$ cat src/rtl/inst_mem_loader.sv
// inst_mem_loader
// ---------------
// Write-side partner of the instruction fetch unit. It takes a valid/ready
// byte stream and packs it into the 16-bit instruction memory. A load can
// start at any byte address. Byte address A selects word A[13:1] and lane A[0].
// Lane 0 is bits [7:0] and lane 1 is bits [15:8], so fetch reads the
// bytes back in the order they were streamed.
//
// Ports:
//   clk              system clock
//   rst_async        asynchronous, active-high reset
//   start            one-cycle load request, only looked at while idle
//   start_byte_addr  first destination byte address
//   byte_count       number of bytes to load (0..2^BYTE_ADDR_W)
//   byte_in          stream data
//   byte_valid       stream data valid
//   byte_ready       loader accepts a byte this cycle
//   busy             load in progress (low only while idle)
//   done             one-cycle pulse once the final write has issued
//   mem_we           instruction memory write strobe
//   mem_waddr        word address
//   mem_wdata        write data (lanes with a clear enable are don't-care)
//   mem_wbe          byte enables, bit0 = lane [7:0], bit1 = lane [15:8]
//   checksum         modulo-256 sum of accepted bytes
//                    (present only with INST_MEM_LOADER_CHECKSUM_EN)
//
// Build option: define INST_MEM_LOADER_CHECKSUM_EN to add the checksum output.

module inst_mem_loader #(
  parameter int BYTE_ADDR_W = 14
) (
  input  logic                   clk,
  input  logic                   rst_async,
  input  logic                   start,
  input  logic [BYTE_ADDR_W-1:0] start_byte_addr,
  input  logic [BYTE_ADDR_W:0]   byte_count,
  input  logic [7:0]             byte_in,
  input  logic                   byte_valid,
  output logic                   byte_ready,
  output logic                   busy,
  output logic                   done,
  output logic                   mem_we,
  output logic [BYTE_ADDR_W-2:0] mem_waddr,
  output logic [15:0]            mem_wdata,
  output logic [1:0]             mem_wbe
`ifdef INST_MEM_LOADER_CHECKSUM_EN
  ,
  output logic [7:0]             checksum
`endif
);

  typedef enum logic [1:0] {
    IDLE    = 2'd0,
    COLLECT = 2'd1,
    WRITE   = 2'd2,
    FINISH  = 2'd3
  } state_t;

  localparam logic [BYTE_ADDR_W-1:0] ADDR_ONE = 1;
  localparam logic [BYTE_ADDR_W:0]   CNT_ONE  = 1;
  localparam logic [BYTE_ADDR_W:0]   CNT_ZERO = '0;

  state_t                 state;
  logic [BYTE_ADDR_W-1:0] addr;
  logic [BYTE_ADDR_W:0]   remaining;
  logic [15:0]            word_buf;
  logic [1:0]             be;

  logic                   accept;
  logic                   lane;
  logic                   last_byte;
  logic [15:0]            buf_next;
  logic [1:0]             be_next;

  // Handshake and the word buffer as it looks once the current byte is merged.
  // The write registers load from buf_next/be_next directly, so a lane-1 or
  // final byte costs no extra cycle before its write.
  always_comb begin
    accept    = byte_valid && byte_ready && (state == COLLECT);
    lane      = addr[0];
    last_byte = (remaining == CNT_ONE);
    buf_next  = word_buf;
    be_next   = be;
    if (lane) begin
      buf_next[15:8] = byte_in;
      be_next[1]     = 1'b1;
    end else begin
      buf_next[7:0]  = byte_in;
      be_next[0]     = 1'b1;
    end
  end

  // Loader FSM. Every output is a register that is updated on the transition
  // into the state where it applies. This keeps byte_ready, mem_* and done
  // glitch-free. The async reset clears them at once, which aborts a load and
  // drops any partial word.
  always_ff @(posedge clk or posedge rst_async) begin
    if (rst_async) begin
      state      <= IDLE;
      addr       <= '0;
      remaining  <= '0;
      word_buf   <= '0;
      be         <= '0;
      byte_ready <= 1'b0;
      busy       <= 1'b0;
      done       <= 1'b0;
      mem_we     <= 1'b0;
      mem_waddr  <= '0;
      mem_wdata  <= '0;
      mem_wbe    <= '0;
`ifdef INST_MEM_LOADER_CHECKSUM_EN
      checksum   <= '0;
`endif
    end else begin
      case (state)
        IDLE: begin
          done <= 1'b0;
          if (start) begin
            addr      <= start_byte_addr;
            remaining <= byte_count;
            word_buf  <= '0;
            be        <= '0;
            busy      <= 1'b1;
`ifdef INST_MEM_LOADER_CHECKSUM_EN
            checksum  <= '0;
`endif
            if (byte_count == CNT_ZERO) begin
              state <= FINISH;
              done  <= 1'b1;
            end else begin
              state      <= COLLECT;
              byte_ready <= 1'b1;
            end
          end
        end

        // A lane-1 byte completes its word. The last byte flushes a partial word.
        COLLECT: begin
          if (accept) begin
            addr      <= addr + ADDR_ONE;
            remaining <= remaining - CNT_ONE;
`ifdef INST_MEM_LOADER_CHECKSUM_EN
            checksum  <= checksum + byte_in;
`endif
            if (lane || last_byte) begin
              state      <= WRITE;
              byte_ready <= 1'b0;
              mem_we     <= 1'b1;
              mem_waddr  <= addr[BYTE_ADDR_W-1:1];
              mem_wdata  <= buf_next;
              mem_wbe    <= be_next;
              word_buf   <= '0;
              be         <= '0;
            end else begin
              word_buf <= buf_next;
              be       <= be_next;
            end
          end
        end

        WRITE: begin
          mem_we  <= 1'b0;
          mem_wbe <= '0;
          if (remaining == CNT_ZERO) begin
            state <= FINISH;
            done  <= 1'b1;
          end else begin
            state      <= COLLECT;
            byte_ready <= 1'b1;
          end
        end

        FINISH: begin
          done  <= 1'b0;
          busy  <= 1'b0;
          state <= IDLE;
        end

        default: begin
          state <= IDLE;
        end
      endcase
    end
  end

endmodule

$ cat config.mk
export PLATFORM = sky130hd
export DESIGN_NAME = inst_mem_loader
export DESIGN_NICKNAME = d
export VERILOG_FILES = /design/src/rtl/inst_mem_loader.sv
export SDC_FILE = /design/constraint.sdc
export NUM_CORES = 1
export LEC_CHECK = 0
export ABC_AREA = 1
export BUFFER_PORTS_ARGS = -buffer_cell sky130_fd_sc_hd__buf_2
export CAP_MARGIN = 20
export CORE_ASPECT_RATIO = 1.25
export CORE_MARGIN = 2
export CORE_UTILIZATION = 43
export DETAILED_ROUTE_END_ITERATION = 16
export GPL_TIMING_DRIVEN = 0
export PLACE_DENSITY = 0.68
export SYNTH_ARGS = -nofsm -noshare
export SYNTH_HDL_FRONTEND = slang
export SYNTH_SLANG_ARGS = --single-unit
$ cat constraint.sdc
create_clock -name clk -period 2.65 [get_ports clk]
set_input_delay 0.3975 -clock clk [delete_from_list [all_inputs] [get_ports clk]]
set_output_delay 0.3975 -clock clk [all_outputs]
set_load 0.005 [all_outputs]
* Word level (Yosys, flattened, before mapping)
Index checks and enable logic that the tools add are counted.
Word-level totals: bits in registers 84, input bits 41, output and inout port bits 35, logic and storage cells 84
Operators by class: add/sub/neg operators 2, equal/unequal tests 10, mux-type cells 42, reductions and logical operators 18
Operators by type and width (count):
- 16-bit 2-to-1 mux | 3
- 16-bit one-hot mux with 2 select lines | 1
- 15-bit logical NOT | 2
- 15-bit 2-to-1 mux | 2
- 15-bit one-hot mux with 2 select lines | 1
- 14-bit 2-to-1 mux | 2
- 14-bit one-hot mux with 2 select lines | 1
- 2-bit 2-to-1 mux | 10
- 8-bit 2-to-1 mux | 2
- 15-bit by 1-bit equality test with 1-bit output (second input constant) | 1
- 15-bit by 1-bit subtractor with 15-bit output (second input constant) | 1
- 14-bit by 1-bit adder with 14-bit output (second input constant) | 1
- 1-bit 2-to-1 mux | 13
- 3-bit AND reduction | 4
- 2-bit inequality test (second input constant) | 5
- 2-bit one-hot mux with 2 select lines | 2
- 2-bit one-hot mux with 4 select lines | 1
- 1-bit one-hot mux with 3 select lines | 2
- 6-bit AND reduction | 1
- 2-bit nonzero test | 3
- 3-bit nonzero test | 2
- 2-bit equality test (second input constant) | 2
- 1-bit one-hot mux with 2 select lines | 2
- 2-bit AND reduction | 2
- 5 further kinds | 6

* Depth between registers and ports, before layout
depth after elaboration 5, depth in mapped cells 11, depth with buffers taken out 11

* Worst setup path after synthesis
OpenSTA, ideal clock, no wires.
kind reg2reg, start point register state[1], end point register word_buf[8], library setup time 0.127 ns, data arrival time 1.463 ns, required time 2.523 ns, setup slack 1.060 ns, stages on the path, launching flop included 11, buffers on the path 2, clock period less this slack 1.590 ns, cells stage by stage dfrtp_1 -> inv_1 -> ha_1 -> buf_4 -> o211ai_2 -> inv_2 -> nand3_2 -> inv_2 -> buf_6 -> nand2_1 -> o21ai_1
Between the ends: word-level cells in the longest chain between the ends 4, elaborated cells on any way between the ends 8, those cells by class eq/ne: 3; mux: 1; reduce/logical: 4
RTL lines:
- start, declared | line 63 | state_t state;
- start signal, assigned | line 99 | state <= IDLE;
- start signal, assigned | line 128 | state <= FINISH;
- start signal, assigned | line 131 | state <= COLLECT;
- 2-bit by 1-bit equality test with 1-bit output | line 79, 115
- 1-bit logical AND | line 79 | accept = byte_valid && byte_ready && (state == COLLECT);
- 2-bit inequality test (no line)
- 3-bit AND reduction (no line)
- end signal, assigned | line 155 | word_buf <= buf_next;
- end, declared | line 66 | logic [15:0] word_buf;
Parallel ways exist; a longest one is shown, timed or not. A chain may end at the register's enable or synchronous reset.

* Worst setup path after layout
start point register state[0], end point register word_buf[12]
The elaborated chain is that of the path after synthesis.

==> results list <==
- Startpoint of the worst register-to-register path: state[0]
- Type of the worst min-delay path: in -> async
- Total of hold buffers inserted after clock tree synthesis: 0
- Adder-cell share of the synthesized area: 2.229%
- Category of the worst setup path launch point: register
* Boundary pin count: between 70 and 80
- At the end of the flow the core is filled with cells to a little over half.
- Post-CTS setup repair buffer count: 0
- Total die area: 11280 um2
- Vias per Instance: 5.080
- For this run, the number of Yosys warnings is 0.
- In this run the core area contains 41 standard-cell rows.
- The flow ran to the end, and the final reports show no timing, DRC or antenna violations.
- Synthesized flop and latch total: 84
- Static Leakage: about 2.8 nW
- Top fanout value on the critical path: 10
- Total GRT Usage: 22.01%
* Number of diodes added for antenna fixing: 0
- On the critical path, the stage with the largest delay is an instance of sky130_fd_sc_hd__clkbuf_1.
* Post-Place Setup Slack: 0.5941 ns
- Headroom to the max-slew limit came out at 59.56%.
* Min setup slack post-route: 0.5678 ns
* Number of remaining DRC errors: 0
- Final-report max-slew violation count: 0
- Data required time at the worst endpoint: 2.84 ns
- Top cells by area, synth: sky130_fd_sc_hd__dfrtp_1 47%, sky130_fd_sc_hd__nand2_1 18%, sky130_fd_sc_hd__o21ai_0 6.1%
- In the final layout, the multi-input gates occupy 2011 um2.
- Deepest level of the CTS H-tree: 3
* Element type at the critical path end: register
* Post-cts repair resize count: 0
* Fraction of synthesized cell area taken by the top area cell type: 46.81%
- Worst vdd ir: 0.0006544 V
- Count of vias placed by the detailed router: around 4300
- Unrepaired setup endpoints after global routing: false
- Cell area after synthesis: about 4500 um2
* Filler instances: 1006
- Summed over all layers, the routed wires come to between 10 and 15 mm.
* Height of the chip: 118.3 um
* Count of buffers from port buffering: 75
* Placer Congestion: slightly above 0.9
- CTS Buf Count: 9
* First-pass GRT wire length: a little under 20 mm
* Layout Area Growth over Synthesis: 19.36%
- Complex-gate fraction of the synthesized area: 13.07%
* GR met1 Demand/Resource: 27.97%
- Synthesis produced a netlist whose cell count is 617.
- The number of global-route vias before repair came to 4080.
* Number of detailed-route iterations in the first pass: 5
- Routed WL per cell: 13.96 um
- Portion of netlist area occupied by mux cells: 0%
- For met3 alone, demand over resource in global routing was 3.888%.
* Highest-utilization routing layer at the global route stage: met2
- After synthesis, the largest family of logic cells by area is simple AND/OR/NAND/NOR gates.
- The cell sitting at the root of the clock tree is a sky130_fd_sc_hd__clkbuf_16.
- The design draws 6.644 mW.
- The total overflow left after global routing is 0.
* Global routing met2 resource utilization: 36.49%
- The die is 95.41 um wide.
- The detailed router finished its first iteration with roughly 210 violations.
* Power per Cell Area: ~1200 nW/um2
- Clock transition at path regs: 0.06 ns
- The worst register-to-register path ends at word_buf[12].
- Part of the cycle the worst path needs: 78.57%
* Most used flip-flop cell after synthesis: sky130_fd_sc_hd__dfrtp_1
- Synthesis produced a netlist with a net count of around 670.
* Worst R2R Setup Slack: 0.57 ns
- Biggest cell delay along the critical path: approximately 0.48 ns
- Final Hold Vio Count: 0
- The signal on the critical path passes through inv_1 -> ha_1 -> nand2_1 -> o211ai_2 -> inv_2 -> clkbuf_1 -> o21ai_0.
- Counting every sink on the clock net gives 84.
- Detailed placement finished with a half-perimeter wire length of approximately 9 mm.
* Antenna violations before repair: 0
- At the pin with the least slew margin, the transition time is 0.6066 ns.
- Most area-hungry cell type in the Yosys netlist: sky130_fd_sc_hd__dfrtp_1
* CTS tree: yes
* Clock period minus final worst setup slack: 2.082 ns
- Layout cells sized above 1: 17.35%
- CTS Buffer Depth: 2
- At the end of the flow, the number of nets in the layout was 753.
- The sequential cells in the finished layout cover a total of roughly 2100 um2.
* Maximum number of pins on one net before global-route repair: 57
* Fmax: around 0.48 GHz
- After synthesis, the share of flip-flops with an asynchronous set or reset is 100.0%.
* Simple-gate share of the synthesized area: 29.48%
* Number of routed nets with antenna violations: 0
- Worst skew pair latency: 0.34 ns
- Reg2reg path depth: 7
* Final-report setup violation count: 0
* Maximum capacitance violations: 0
* Startpoint-to-endpoint class of the critical path: reg -> reg
- Once the floorplan was initialized, standard cells occupied 44.21% of the core.
- Synthesized area per cell: between 7 and 8 um2
- The synthesized design contains 0 enable-type register cells.
- Synthesized-area fraction occupied by xor and xnor cells: 0%
* Worst Clk Skew: 0.007689 ns
- The number of different library cells used by synthesis comes to 31.
* Floorplan core area: 10160 um2
- WP data arrival: 2.27 ns
* Sequential share of the synthesized area: a little under half
[report_power, final]
part	internal, mW	leakage, nW	switching (mW)
registers	1.88	1.06	0.412
clock network	0.760	0.146	0.519
logic	1.06	1.60	2.01
[how the worst max path moves through the flow]
stage                         start  depth (start not counted)      endpoint
after floorplan           rst_async                          1       addr[0]
after global placement    rst_async                          2  remaining[8]
after detailed placement   state[0]                          7  word_buf[12]
after CTS                  state[0]                          7  word_buf[12]
after global routing       state[0]                          7      addr[12]
final                      state[0]                          7  word_buf[12]
[cell type report]
type | instances | share of cell area, %
Buffer | 28 | 2.848
Clock buffer | 11 | 4.528
Clock inverter | 5 | 1.120
Inverter | 60 | 4.248
Multi-Input combinational cell | 445 | 37.51
Sequential cell | 84 | 39.22
Tap cell | 129 | 3.011
Timing Repair Buffer | 76 | 7.516
[cell usage in the layout, fill, tap and decap left out, types with 2 or more instances in the layout]
cell type                   instances
sky130_fd_sc_hd__nand2_1          216
sky130_fd_sc_hd__buf_2             86
sky130_fd_sc_hd__dfrtp_1           84
sky130_fd_sc_hd__nor2_1            61
sky130_fd_sc_hd__inv_1             56
sky130_fd_sc_hd__o21ai_0           55
sky130_fd_sc_hd__nand3_1           38
sky130_fd_sc_hd__a21oi_1           20
sky130_fd_sc_hd__o21ai_1           13
sky130_fd_sc_hd__clkbuf_1          12
sky130_fd_sc_hd__clkbuf_16          9
sky130_fd_sc_hd__o22ai_1            8
sky130_fd_sc_hd__ha_1               8
sky130_fd_sc_hd__nor3_1             6
sky130_fd_sc_hd__buf_4              3
sky130_fd_sc_hd__inv_2              3
sky130_fd_sc_hd__nor2_2             3
sky130_fd_sc_hd__buf_6              3
sky130_fd_sc_hd__nand2_2            2
sky130_fd_sc_hd__o21bai_1           2
sky130_fd_sc_hd__o211ai_1           2
[through the flow]
stage / TNS [ns] / hold WS (ns) / instances / cell area [um2]
global route: 0 / 0.07565 / 838 / 5360
floorplan: 0 / 0.4449 / 617 / 4491
global placement: -79.99 / 0.4499 / 821 / 5027
detailed placement: 0 / 0.4123 / 822 / 5057
CTS: 0 / 0.04750 / 838 / 5360
finish: 0 / 0.04198 / 838 / 5360
[registers in the layout, summed over array words and instances (netlist names)]
name / count
state: 2
mem_wbe: 2
mem_wdata: 16
remaining: 15
done: 1
word_buf: 16
be: 2
mem_waddr: 13
byte_ready: 1
busy: 1
addr: 14
mem_we: 1
[cells in the mapped netlist (2+ instances only)]
master                     instances
sky130_fd_sc_hd__o21ai_0          55
sky130_fd_sc_hd__inv_2             3
sky130_fd_sc_hd__buf_2            11
sky130_fd_sc_hd__buf_4             3
sky130_fd_sc_hd__nand2_1         216
sky130_fd_sc_hd__clkbuf_1         11
sky130_fd_sc_hd__ha_1              8
sky130_fd_sc_hd__o21ai_1          13
sky130_fd_sc_hd__dfrtp_1          84
sky130_fd_sc_hd__nand2_2           2
sky130_fd_sc_hd__o21bai_1          2
sky130_fd_sc_hd__inv_1            57
sky130_fd_sc_hd__nand3_1          38
sky130_fd_sc_hd__o211ai_1          2
sky130_fd_sc_hd__o22ai_1           8
sky130_fd_sc_hd__a21oi_1          20
sky130_fd_sc_hd__nor2_2            3
sky130_fd_sc_hd__nor2_1           61
sky130_fd_sc_hd__buf_6             3
sky130_fd_sc_hd__nor3_1            6
[kinds of logic (layout without fill, tap and decap cells)]
logic type               Yosys count  after routing
adder cells (fa/ha/maj)            8              8
flip-flops                        84             84
AND/OR/NAND/NOR                  329            329
AO/OA/AOI/OAI                    108            108
buffers and inverters             88            180
[metal layers]
layer  up-vias  part of all wire [%]  wire [um]
met3        28                   5.3        623
met4         0                   2.7        319
met5         -                     0          0
li1       2135                     -          -
met2       124                    49       5683
met1      1970                    43       5074
[worst max-delay path: cells and delay by family, from the launching register on]
| family | cells | cell delay (ns) |
|---|---|---|
| AOI/OAI and AO/OA | 2 | 0.35 |
| adders and majority gates | 1 | 0.28 |
| buffers and inverters | 3 | 0.74 |
| DFF | 1 | 0.40 |
| and+or+nand+nor | 1 | 0.17 |
(Power assumes the default switching activity.)
